[src/rtl/video_timing_pkg.sv]
// Shared types and default timing for the PCW raster generator.
package video_timing_pkg;

    // Vertical timing modes; the encoding matches the i_mode pin.
    typedef enum logic {
        MODE_PAL  = 1'b0,
        MODE_NTSC = 1'b1
    } mode_e;

    // Vertical arithmetic is done at a fixed width wide enough for any sensible raster.
    localparam int VT_W = 16;
    typedef logic [VT_W-1:0] vt_val_t;

    // Raw vertical layout of one mode, in lines.
    typedef struct packed {
        vt_val_t fp;
        vt_val_t sync;
        vt_val_t bp;
        vt_val_t active;
    } v_mode_cfg_t;

    // Derived vertical boundaries of the mode in effect.
    typedef struct packed {
        vt_val_t va_end;
        vt_val_t vs_sta;
        vt_val_t vs_end;
        vt_val_t screen;
    } v_timing_t;

    localparam int DEF_H_FP           = 96;
    localparam int DEF_H_SYNC         = 64;
    localparam int DEF_H_BP           = 144;
    localparam int DEF_H_ACTIVE       = 720;
    localparam int DEF_V0_FP          = 26;
    localparam int DEF_V0_SYNC        = 4;
    localparam int DEF_V0_BP          = 26;
    localparam int DEF_V0_ACTIVE      = 256;
    localparam int DEF_V1_FP          = 30;
    localparam int DEF_V1_SYNC        = 4;
    localparam int DEF_V1_BP          = 26;
    localparam int DEF_V1_ACTIVE      = 200;
    localparam int DEF_PREFETCH       = 8;
    localparam int DEF_TIMER_LINES    = 52;
    localparam int DEF_TIMER_SYNC_OFS = 2;
    localparam int DEF_HW             = 11;
    localparam int DEF_VW             = 10;

    // Vertical layout is active, FP, sync, BP; returns the boundaries for the selected mode.
    function automatic v_timing_t calc_v_timing(input mode_e mode, input v_mode_cfg_t pal,
                                                input v_mode_cfg_t ntsc);
        v_mode_cfg_t c;
        v_timing_t   t;
        c        = (mode == MODE_NTSC) ? ntsc : pal;
        t.va_end = c.active;
        t.vs_sta = c.active + c.fp;
        t.vs_end = t.vs_sta + c.sync;
        t.screen = t.vs_end + c.bp;
        return t;
    endfunction

endpackage

[src/rtl/video_line_timer.sv]
// Line-counted PCW timer: ticks every TIMER_LINES lines and is pulled into
// phase with the frame by a resync line shortly after vsync.
module video_line_timer #(
    parameter int TIMER_LINES = 52
) (
    input  logic clk,
    input  logic rst,
    input  logic pix_stb,
    input  logic line_end,
    input  logic resync,
    output logic tick
);

    localparam logic [5:0] RELOAD = 6'(TIMER_LINES - 1);

    logic [5:0] count;

    // Count lines down; a zero count or the resync line both reload and give a single one-strobe tick.
    always_ff @(posedge clk or posedge rst) begin
        if (rst) begin
            count <= RELOAD;
            tick  <= 1'b0;
        end else if (pix_stb) begin
            tick <= 1'b0;
            if (line_end) begin
                if ((count == 6'd0) || resync) begin
                    count <= RELOAD;
                    tick  <= 1'b1;
                end else begin
                    count <= count - 6'd1;
                end
            end
        end
    end

endmodule

[src/rtl/video_timing_gen.sv]
// Raster timing generator: h/v counters advanced by the pixel strobe, a shadow
// vertical mode swapped only at the frame wrap, and combinational decodes.
module video_timing_gen
    import video_timing_pkg::*;
#(
    parameter int H_FP           = DEF_H_FP,
    parameter int H_SYNC         = DEF_H_SYNC,
    parameter int H_BP           = DEF_H_BP,
    parameter int H_ACTIVE       = DEF_H_ACTIVE,
    parameter int V0_FP          = DEF_V0_FP,
    parameter int V0_SYNC        = DEF_V0_SYNC,
    parameter int V0_BP          = DEF_V0_BP,
    parameter int V0_ACTIVE      = DEF_V0_ACTIVE,
    parameter int V1_FP          = DEF_V1_FP,
    parameter int V1_SYNC        = DEF_V1_SYNC,
    parameter int V1_BP          = DEF_V1_BP,
    parameter int V1_ACTIVE      = DEF_V1_ACTIVE,
    parameter int PREFETCH       = DEF_PREFETCH,
    parameter int TIMER_LINES    = DEF_TIMER_LINES,
    parameter int TIMER_SYNC_OFS = DEF_TIMER_SYNC_OFS,
    parameter int HW             = DEF_HW,
    parameter int VW             = DEF_VW
) (
    input  logic          i_clk,
    input  logic          i_rst,
    input  logic          i_pix_stb,
    input  logic          i_mode,
    input  logic [VW-1:0] i_line_cmp,
    input  logic          i_line_irq_en,
    output logic          o_hs,
    output logic          o_vs,
    output logic          o_hblank,
    output logic          o_vblank,
    output logic          o_active,
    output logic          o_prefetch,
    output logic          o_linestart,
    output logic          o_screenstart,
    output logic          o_animate,
    output logic [HW-1:0] o_x,
    output logic [VW-2:0] o_y,
    output logic          o_mode,
    output logic [7:0]    o_frame,
    output logic          o_timer,
    output logic          o_line_irq
);

    // Horizontal layout is FP, sync, BP, active.
    localparam logic [HW-1:0] HS_STA = HW'(H_FP);
    localparam logic [HW-1:0] HS_END = HW'(H_FP + H_SYNC);
    localparam logic [HW-1:0] HA_STA = HW'(H_FP + H_SYNC + H_BP);
    localparam logic [HW-1:0] PF_STA = HW'(H_FP + H_SYNC + H_BP - PREFETCH);
    localparam logic [HW-1:0] H_LAST = HW'(H_FP + H_SYNC + H_BP + H_ACTIVE - 1);

    localparam v_mode_cfg_t PAL_CFG = '{fp: VT_W'(V0_FP), sync: VT_W'(V0_SYNC),
                                        bp: VT_W'(V0_BP), active: VT_W'(V0_ACTIVE)};
    localparam v_mode_cfg_t NTSC_CFG = '{fp: VT_W'(V1_FP), sync: VT_W'(V1_SYNC),
                                         bp: VT_W'(V1_BP), active: VT_W'(V1_ACTIVE)};

    logic [HW-1:0] h_count;
    logic [VW-1:0] v_count;
    mode_e         mode_q;
    logic [7:0]    frame_q;
    logic          line_irq_q;
    v_timing_t     vt;
    vt_val_t       v_ext;
    logic          line_end;
    logic          frame_end;
    logic          resync;
    logic          hblank;
    logic          vblank;

    assign vt        = calc_v_timing(mode_q, PAL_CFG, NTSC_CFG);
    assign v_ext     = VT_W'(v_count);
    assign line_end  = (h_count == H_LAST);
    assign frame_end = line_end && (v_ext == vt.screen - VT_W'(1));
    assign resync    = (v_ext == vt.vs_end + VT_W'(TIMER_SYNC_OFS));

    // Raster counters; the shadow mode and frame count change only on the frame-wrap strobe.
    always_ff @(posedge i_clk or posedge i_rst) begin
        if (i_rst) begin
            h_count <= '0;
            v_count <= '0;
            mode_q  <= MODE_PAL;
            frame_q <= 8'd0;
        end else if (i_pix_stb) begin
            if (line_end) begin
                h_count <= '0;
                if (frame_end) begin
                    v_count <= '0;
                    mode_q  <= mode_e'(i_mode);
                    frame_q <= frame_q + 8'd1;
                end else begin
                    v_count <= v_count + VW'(1);
                end
            end else begin
                h_count <= h_count + HW'(1);
            end
        end
    end

    // Line-compare pulse: set at the end of the matching line, cleared by the next strobe.
    always_ff @(posedge i_clk or posedge i_rst) begin
        if (i_rst) begin
            line_irq_q <= 1'b0;
        end else if (i_pix_stb) begin
            line_irq_q <= line_end && i_line_irq_en && (v_count == i_line_cmp);
        end
    end

    video_line_timer #(
        .TIMER_LINES(TIMER_LINES)
    ) u_line_timer (
        .clk     (i_clk),
        .rst     (i_rst),
        .pix_stb (i_pix_stb),
        .line_end(line_end),
        .resync  (resync),
        .tick    (o_timer)
    );

    // Position decodes straight from the registered counters and the mode in effect.
    always_comb begin
        hblank        = (h_count < HA_STA);
        vblank        = (v_ext >= vt.va_end);
        o_hblank      = hblank;
        o_vblank      = vblank;
        o_hs          = !((h_count >= HS_STA) && (h_count < HS_END));
        o_vs          = !((v_ext >= vt.vs_sta) && (v_ext < vt.vs_end));
        o_active      = !hblank && !vblank;
        o_prefetch    = (h_count >= PF_STA) && !vblank;
        o_linestart   = (h_count == '0);
        o_screenstart = (h_count == '0) && (v_count == '0);
        o_animate     = line_end && (v_ext == vt.va_end - VT_W'(1));
        o_x           = hblank ? '0 : (h_count - HA_STA);
        o_y           = vblank ? (VW-1)'(vt.va_end - VT_W'(1)) : v_count[VW-2:0];
        o_mode        = mode_q;
        o_frame       = frame_q;
        o_line_irq    = line_irq_q;
    end

endmodule

[config.mk]
export PLATFORM = sky130hd
export DESIGN_NAME = video_timing_gen
export DESIGN_NICKNAME = d
export VERILOG_FILES = /design/src/rtl/video_timing_pkg.sv /design/src/rtl/video_line_timer.sv /design/src/rtl/video_timing_gen.sv
export SDC_FILE = /design/constraint.sdc
export NUM_CORES = 1
export LEC_CHECK = 0
export ABC_AREA = 0
export CORE_UTILIZATION = 55
export DETAILED_ROUTE_END_ITERATION = 6
export PLACE_DENSITY = 0.94
export SETUP_SLACK_MARGIN = 0.15
export SLEW_MARGIN = 20
export SYNTH_ARGS = -nofsm -noshare
export SYNTH_HDL_FRONTEND = slang
export SYNTH_SLANG_ARGS = --single-unit
[constraint.sdc]
create_clock -name i_clk -period 5.6 [get_ports i_clk]
set_input_delay 1.4 -clock i_clk [delete_from_list [all_inputs] [get_ports i_clk]]
set_output_delay 1.4 -clock i_clk [all_outputs]
set_load 0.02 [all_outputs]
# ---- Word level (Yosys, flattened, before mapping)
# Cells that the tools add are included.
dict set report word_totals {
  reg_bits 38
  mem_count 0
  latchBits 0
  out_inout_bits 40
  input_bits 15
  mem_bits_ro 0
  word_cells 57
  ramBits 0
}
dict set report op_classes {
  bitwise_logic 0
  order_cmp 7
  muxes 8
  n_addsub 11
  n_reduce_logical 19
  eq_ne 5
  n_shift 0
  n_mul 0
  div_mod_pow 0
}
# operator n
set ops {}
lappend ops {{$mux W51} 1}
lappend ops {{$eq A10 B16 Y1} 3}
lappend ops {{$add A16 B16 Y16} 2}
lappend ops {{$ge A10 B16 Y1} 2}
lappend ops {{$sub A16 B1 Y16 const B} 2}
lappend ops {{$mux W11} 2}
lappend ops {{$add A16 B2 Y16 const B} 1}
lappend ops {{$add A16 B5 Y16} 1}
lappend ops {{$lt A10 B16 Y1} 1}
lappend ops {{$add A11 B1 Y11 const B} 1}
lappend ops {{$eq A11 B10 Y1 const B} 1}
lappend ops {{$ge A11 B7 Y1 const B} 1}
lappend ops {{$ge A11 B9 Y1 const B} 1}
lappend ops {{$logic_not A11 Y1} 1}
lappend ops {{$lt A11 B8 Y1 const B} 1}
lappend ops {{$lt A11 B9 Y1 const B} 1}
lappend ops {{$sub A11 B9 Y11 const B} 1}
lappend ops {{$add A10 B1 Y10 const B} 1}
lappend ops {{$eq A10 B10 Y1} 1}
lappend ops {{$logic_not A10 Y1} 1}
lappend ops {{$mux W10} 1}
lappend ops {{$logic_and A1 B1 Y1} 9}
lappend ops {{$mux W9} 1}
lappend ops {{$add A8 B1 Y8 const B} 1}
lappend ops {{other kinds (8)} 12}

# ---- Longest topological paths before layout
# Gate-level depths: netlist of the first run.
dict set report logic_depth {
  depth_word 8
  ltp_mapped 8
  mapped_depth_nobuf 6
}

# ---- By module
# Synthesis of the first run repeated with hierarchy kept, for this count alone.
dict set report unflattened {
  cells_unflattened 301
  area_unflattened_um2 2746.4
}
# module n_inst cells_per_inst area_each_um2
set by_module_without_submodules {}
lappend by_module_without_submodules {video_timing_gen 1 257 2302.2}
lappend by_module_without_submodules {video_line_timer 1 44 444.2}

# ---- Worst setup path before layout of the first run
# Ideal clock, no wire load.
dict set report synth_path {
  kind {reg-to-output}
  start {reg mode_q (netlist: o_mode)}
  end {out o_y[3]}
  arrival_ns 2.293
  slack_ns 1.907
  stages_incl_launch_ff 7
  n_path_buf 1
  path_cell_list {dfrtp_1 -> inv_1 -> ha_1 -> a21o_1 -> a2111oi_4 -> buf_2 -> mux2i_1}
}
dict set report synth_via {
  elab_chain_len 3
  word_cells_on_any_way 4
}
# item line
set synth_rtl {}
lappend synth_rtl {{start: declaration} video_timing_gen.sv:61} ;# mode_e mode_q;
lappend synth_rtl {{start signal: assignment} video_timing_gen.sv:90} ;# mode_q <= mode_e'(i_mode);
lappend synth_rtl {{$mux W51 *} video_timing_pkg.sv:53} ;# c = (mode == MODE_NTSC) ? ntsc : pal;
lappend synth_rtl {{$sub A16 B1 Y16 / $ge A10 B16 Y1 (equally long branches)} {video_timing_gen.sv:135, video_timing_gen.sv:124}}
lappend synth_rtl {{$mux W9 *} video_timing_gen.sv:135} ;# o_y = vblank ? (VW-1)'(vt.va_end - VT_W'(1)) : v_count[VW-2:0];
lappend synth_rtl {{end: declaration} video_timing_gen.sv:40} ;# output logic [VW-2:0] o_y,
# Every way passes the cells marked *; elsewhere a longest branch is shown, timed or not.

# ---- Final worst setup path of the first run
dict set report layout_path {
  start {reg mode_q (netlist: o_mode)}
  end {out o_y[5]}
}
# Same word-level chain as after synthesis.

==> results of run 1 <==
-- cells by family (layout without fill, tap and decap cells) --
family                     count (synthesis)  after routing  share of synthesized area, %
and+or+nand+nor                          122            122                          27.6
AOI/OAI and AO/OA                         47             47                          11.4
DFF                                       38             38                          35.1
buffers and inverters                     35             82                          6.53
xor gates and xnor gates                  26             26                          8.64
adders and majority gates                 19             19                          8.73
muxes                                      5              5                          2.02
-- layer usage --
layer  wire length (microns)  GRT usage [%]  part of all wire (%)  up-vias
met5                       0              0                     0        -
met4                      79           10.5                   1.2        0
met3                     392           5.97                   6.0        8
met2                    3220           42.5                    49       89
met1                    2880           36.5                    44     1170
li1                        -              -                     -     1130
-- critical path, stage by stage (launching register included) --
cell	delay [ps]
dfrtp_1	490
inv_1	190
ha_1	350
a21o_1	200
a2111oi_4	760
mux2_2	410
clkdlybuf4s50_1	540
-- cells in the final DEF, fill, tap and decap left out, drive strengths merged, types with 3 or more instances in the layout --
master	netlist	routed
a21oi	10	10
nor3	9	9
and3	3	3
nand3b	4	4
xor2	15	15
and4	5	5
o21ai	14	14
dfstp	4	4
clkbuf	3	6
or4	5	5
a31oi	7	7
nor4b	4	4
or3	5	5
nand3	13	13
ha	19	19
clkdlybuf4s50	0	54
mux2	4	4
nand4	11	11
xnor2	11	11
nor2	17	17
nor4	6	6
and2	3	3
inv	18	18
nand2	23	23
nor2b	5	5
nand2b	3	3
dfrtp	34	34
o31ai	3	3
-- layout make-up --
class                      instances  area (sq um)  area share [%]
timing repair buffer              56           556            16.6
clock inverter                     2          12.5           0.374
sequential                        38           956            28.6
clock buffer                       6          82.6            2.47
inverter                          18          67.6            2.02
tap                               67          83.8            2.50
multi-input combinational        219          1590            47.5
-- how the worst max path moves through the flow --
stage	from	to	slack, ps	cells after the start
after detailed placement	o_mode	o_y[5]	1280	6
after global routing	o_mode	o_y[5]	790	6
after CTS	o_mode	o_y[5]	950	6
after global placement	o_mode	o_y[5]	1380	6
after floorplan	o_mode	o_y[3]	1910	6
final	o_mode	o_y[5]	960	6
-- power groups by stage --
stage | combinational (uW) | sequential [uW] | clock, uW
2_1_floorplan | 105 | 316 | 0
3_3_place_gp | 171 | 325 | 0
3_5_place_dp | 179 | 326 | 0
4_1_cts | 181 | 321 | 202
5_1_grt | 192 | 325 | 216
6_report | 179 | 322 | 201
-- sequential cells by signal, indices dropped and copies added, names as in the netlist --
| signal | count |
|---|---|
| u_line_timer.count | 6 |
| o_frame | 8 |
| h_count | 11 |
| o_line_irq | 1 |
| u_line_timer.tick | 1 |
| v_count | 10 |
| o_mode | 1 |
-- per-stage QoR --
step	total power (uW)	cells	util, %
final	702	406	70.4
after global routing	733	406	70.4
after CTS	704	406	70.4
after detailed placement	505	398	68.4
after global placement	496	398	68.4
after floorplan	421	292	-
==> metrics.md, run 1 <==
| Metric | Value |
|---|---|
| Syn. warnings | 0 |
| Top cells by area, synth | dfrtp_1, ha_1, xor2_1 |
| Largest net degree at the start of global routing | 39 |
| Max-slew violations | 0 |
| Post-synth top area share | 31.3% |
| Pre-antenna DRT Iters | 4 |
| H-Tree Depth | 2 |
| Final setup fails | 0 |
| Clock slew at reported path FFs | 80 ps |
| Routed vias/inst | 5.90 |
| Post-Syn Nets | 326 |
| CTS tree | built |
| Post-layout min period | 4640 ps |
| FILL cells | 359 |
| Synth Cell Area | 2720 sq um |
| Die height | 72.4 microns |
| CTS root buf | clkbuf_8 |
| Core ar. | 4750 sq um |
| Hold_buf cts | 0 |
| HP Class | reg2reg |
| Hold Fails Final Rpt | 0 |
| Number of synthesized flops with an enable pin | 0 |
| Die area | 5240 sq um |
| Post-Place Setup Slack | 1280 ps |
| Post-synth top cells | dfrtp_1, nand2_1, ha_1 |
| Routed length per instance | 16.2 microns |
| R2r worst-path depth | 6 |
| Worst setup margin | 962 ps |
| Global-route wire length before repair | 10,900 microns |
| RR Startpoint | o_mode |
| Post-Synthesis Cells | 292 |
| Post-CTS resize count | 0 |
| Clock skew | 10.4 ps |
| Sequential power share | 45.8% |
| Seq cells post-synth | 38 |
| RSZ-0062 raised after global routing | no |
| Post-Synthesis Mean Instance Area | 9.32 sq um |
| Crit-path max FO | 12 |
| Design area | 3350 sq um |
| FFs w/ async S/R, synth | 100% |
| Tot GR Track Use | 27.0% |
| Max_slew headroom | 48.5% |
| Initial antenna violation count | 0 |
| WP data required | 4200 ps |
| Psw | 226 uW |
| IO Port Bufs | 54 |
| Top-count cell post-synth | dfrtp_1 |
| WHS Endpoint | u_line_timer.count[5] |
| Vias post-DR | 2,397 |
| Worst Hold Launch | u_line_timer.count[5] |
| Latest clock arrival within the worst-skew pair | 300 ps |
| Io pins | 55 |
| Critical path capture point type | primary output |
| Leakage | 0.00147 uW |
| Row cnt | 25 |
| Final hold slack | 508 ps |
| Outcome | finished clean |
| Clock Path Buffers | 2 |
| Worst vdd ir | 0.150 mV |
| Drt initial violations | 214 |
| Vias in the first global route | 2,277 |
| Crit path kind | reg2out |
| Worst EP arrival | 3240 ps |
| Final wirelength | 6570 microns |
| Initial Util | 57.3% |
| Hold path cells | 2 |
| Ys flop type | dfrtp_1 |
| Reg2Reg Setup Slack | 3140 ps |
| FMAX | 216 MHz |
| Combinational share of power | 25.5% |
| Gp weighted congestion | 0.916 |
| CTS Buf Count | 5 |
| Critical path launch point type | flip-flop |
| Reg2reg end | o_frame[1] |
| Unique masters post-synth | 56 |
| Worst Tran Pin Value | 773 ps |
| Area leader, netlist | dfrtp_1 |
| Internal power | 476 uW |
| Setup Total Neg Slack | 0 ps |
| Clock Power Share | 28.7% |
| Number of setup buffers added after CTS | 0 |
| Max_cap viols | 0 |
| Register area share after synthesis | 35.1% |
| Synth-to-layout area growth | 22.9% |
| Power per cell area | 210 nW/um^2 |
| DP HPWL | 4740 microns |
| Final ANT Viol Nets | 0 |
| Proportion of layout cells with a drive suffix above 1 | 9.44% |
| Residual DRC count | 0 |
| Nets | 372 |
| Placed cell area | 3250 sq um |
| Die W | 72.4 microns |
| Switching Share | 32.3% |
| CTS Sinks | 38 |
| Crit share post-route | 82.8% |
| Gr ovfl total | 0 |
| ANT cells | 0 |
(Power assumes the default switching activity.)
==> run 2, diff against run 1 <==
Settings changed: CORE_UTILIZATION 55 to 52, PLACE_DENSITY 0.94 to 0.9.
Clock period 5.6 ns to 4.3 ns, I/O delays scaled along.
==> metrics.md, run 2 (synthesis gave the netlist of run 1 again) <==
| Metric | Value |
|---|---|
| Max reg flops | 11 (unchanged) |
| Core ar. | 4880 sq um (+2.6%) |
| Vias post-DR | 2,428 (+1.3%) |
| Worst vdd ir | 0.278 mV (+85%) |
| WP data required | 3220 ps (-980 ps) |
| Global-route wire length before repair | 10,900 microns (+0.51%) |
| Pre-antenna DRT Iters | 4 (unchanged) |
| Placed cell area | 3270 sq um (+0.46%) |
| Critical path capture point type | primary output |
| Crit path kind | reg2out |
| ANT cells | 0 (unchanged) |
| Proportion of layout cells with a drive suffix above 1 | 11.3% (+1.9 points) |
| CP top delay family | buffers and inverters |
| CP cell instances | inv_1, ha_1, nand3_1, a31oi_1, a2111oi_4, buf_4, mux2_2, clkdlybuf4s50_1 |
| Crit-path max FO | 8 (-4) |
| Final core occ | 69.4% (-0.98 points) |
| Io pins | 55 (unchanged) |
| Max_cap viols | 0 (unchanged) |
| Worst Tran Pin Value | 789 ps (+15.7 ps) |
| FMAX | 251 MHz |
| Commonest non-fill, non-tap cell in the layout | clkdlybuf4s50_1 |
| Power per cell area | 268 nW/um^2 (+28%) |
| Residual DRC count | 0 (unchanged) |
| Outcome | finished clean |
| Max_slew headroom | 47.4% (-1.1 points) |
| CTS tree | built |
| Routed length per instance | 16.2 microns (+0.17%) |
| Clock Power Share | 28.4% (-0.3 points) |
| Die W | 74.4 microns (+2.8%) |
| Critical path launch point type | flip-flop |
| Final setup fails | 0 (unchanged) |
| Combinational share of power | 25.4% (about the same) |
| CTS Buf Count | 5 (unchanged) |
| Worst EP arrival | 2900 ps (-340 ps) |
| Post-layout min period | 3980 ps |
| Die height | 74.4 microns (+2.8%) |
| Initial Util | 55.8% (-1.5 points) |
| Setup Total Neg Slack | 0 ps (unchanged) |
| FILL cells | 398 (+11%) |
| Final wirelength | 6660 microns (+1.4%) |
| Crit-path max cell delay | 550 ps (-210 ps) |
| Most frequent cells in the layout | clkdlybuf4s50_1, dfrtp_1, nand2_1, ha_1, inv_1 |
| Clock Path Buffers | 2 (unchanged) |
| CP max-delay cell | clkdlybuf4s50_1 |
| Biggest register | h_count |
| HP Class | reg2reg |
| Leakage | 0.00149 uW (+1.4%) |
| Gp weighted congestion | 0.912 (-0.38%) |
| IO Port Bufs | 54 (unchanged) |
| Psw | 288 uW (+27%) |
| Clock skew | 8.25 ps (-2.16 ps) |
| Synth-to-layout area growth | 24.4% |
| Routed vias/inst | 5.91 (about the same) |
| Internal power | 619 uW (+30%) |
| Design area | 3390 sq um (+1.2%) |
| Hold Fails Final Rpt | 0 (unchanged) |
| Sequential power share | 46.2% (+0.4 points) |
| Gr ovfl total | 0 (unchanged) |
| GR Util met3 | 5.83% (-0.15 points) |
| Drt initial violations | 124 (-42%) |
| Max-slew violations | 0 (unchanged) |
| Final ANT Viol Nets | 0 (unchanged) |
| H-Tree Depth | 2 (unchanged) |
| Vias in the first global route | 2,371 (+4.1%) |
| Row cnt | 25 (unchanged) |
| CTS root buf | clkbuf_8 |
| Nets | 377 (+1.3%) |
| Clock slew at reported path FFs | 80 ps (about the same) |
| Die area | 5530 sq um (+5.6%) |
| Latest clock arrival within the worst-skew pair | 300 ps (about the same) |
| CP bufs+invs | 3 (+1) |
| Met1 Usage GRT | 31.5% (-5.0 points) |
| Tot GR Track Use | 26.3% (-0.69 points) |
| Switching Share | 31.7% (-0.55 points) |
| RSZ-0062 raised after global routing | no |
| CTS Sinks | 38 (unchanged) |
| M2 GR Usage | 44.9% (+2.5 points) |
| GR peak layer | met2 |
| Crit share post-route | 92.5% |
| DP HPWL | 5010 microns (+5.7%) |
| Initial antenna violation count | 0 (unchanged) |
| Largest net degree at the start of global routing | 26 (-33%) |
[run 2: changes by cell type in the layout (fill, tap and decap cells not counted), sizes merged]
cell,change
buf,+5
[run 2: path summary, 6_finish.rpt]
check,start,end,slack (ps),cells after the start
setup / recovery,o_mode,o_y[4],320,8
hold / removal,o_frame[6],o_frame[6],500,1
setup reg to reg,o_mode,o_frame[1],1940,6
hold reg to reg,o_frame[6],o_frame[6],500,1
max in group asynchronous,i_rst,u_line_timer.count[1],2290,3
min in group asynchronous,i_rst,u_line_timer.tick,1230,2
[run 2: worst register-to-register path, delay by kind of cell, from the launching register on]
| kind | cells | cell delay (ps) |
|---|---|---|
| buf+inv | 1 | 220 |
| fa+ha+maj | 1 | 310 |
| mux | 1 | 380 |
| flops | 1 | 470 |
| simple gates | 3 | 880 |
[run 2: timing repair]
action	in CTS	in global routing
setup endpoints to repair	6	5
gates resized for setup	0	2
hold endpoints to repair	0	0
hold buffers	0	0
buffers inserted	3	0
pin swaps	1	0
[run 2: area by class of cell]
type	instances	area (sq um)	share of cell area, %
repair buffers	61	593	17.5
inverters	18	67.6	1.99
clock buffers	6	82.6	2.44
clock inverters	2	12.5	0.369
multi-input cells	219	1590	46.9
flip-flops and latches	38	958	28.3
well taps	67	83.8	2.48
[run 2: power groups by stage]
stage,sequential [uW],combinational [uW],clock (uW)
4_1_cts,417,232,263
3_5_place_dp,424,231,0
2_1_floorplan,412,137,0
6_report,419,230,257
3_3_place_gp,424,224,0
5_1_grt,424,250,276
[run 2: metrics by stage]
stage               hold WS, ps  std cells  worst slack, ps  power, uW
detailed placement          490        400              273        655
floorplan                   482        292              932        548
global route                515        411              157        951
global placement            486        400              401        647
finish                      501        411              322        907
CTS                         506        411              259        912
[run 2: metal layers]
layer	routed length [microns]	part of all wire, %
met1	2770	42
met2	3320	50
met3	406	6.1
met4	159	2.4
met5	0	0
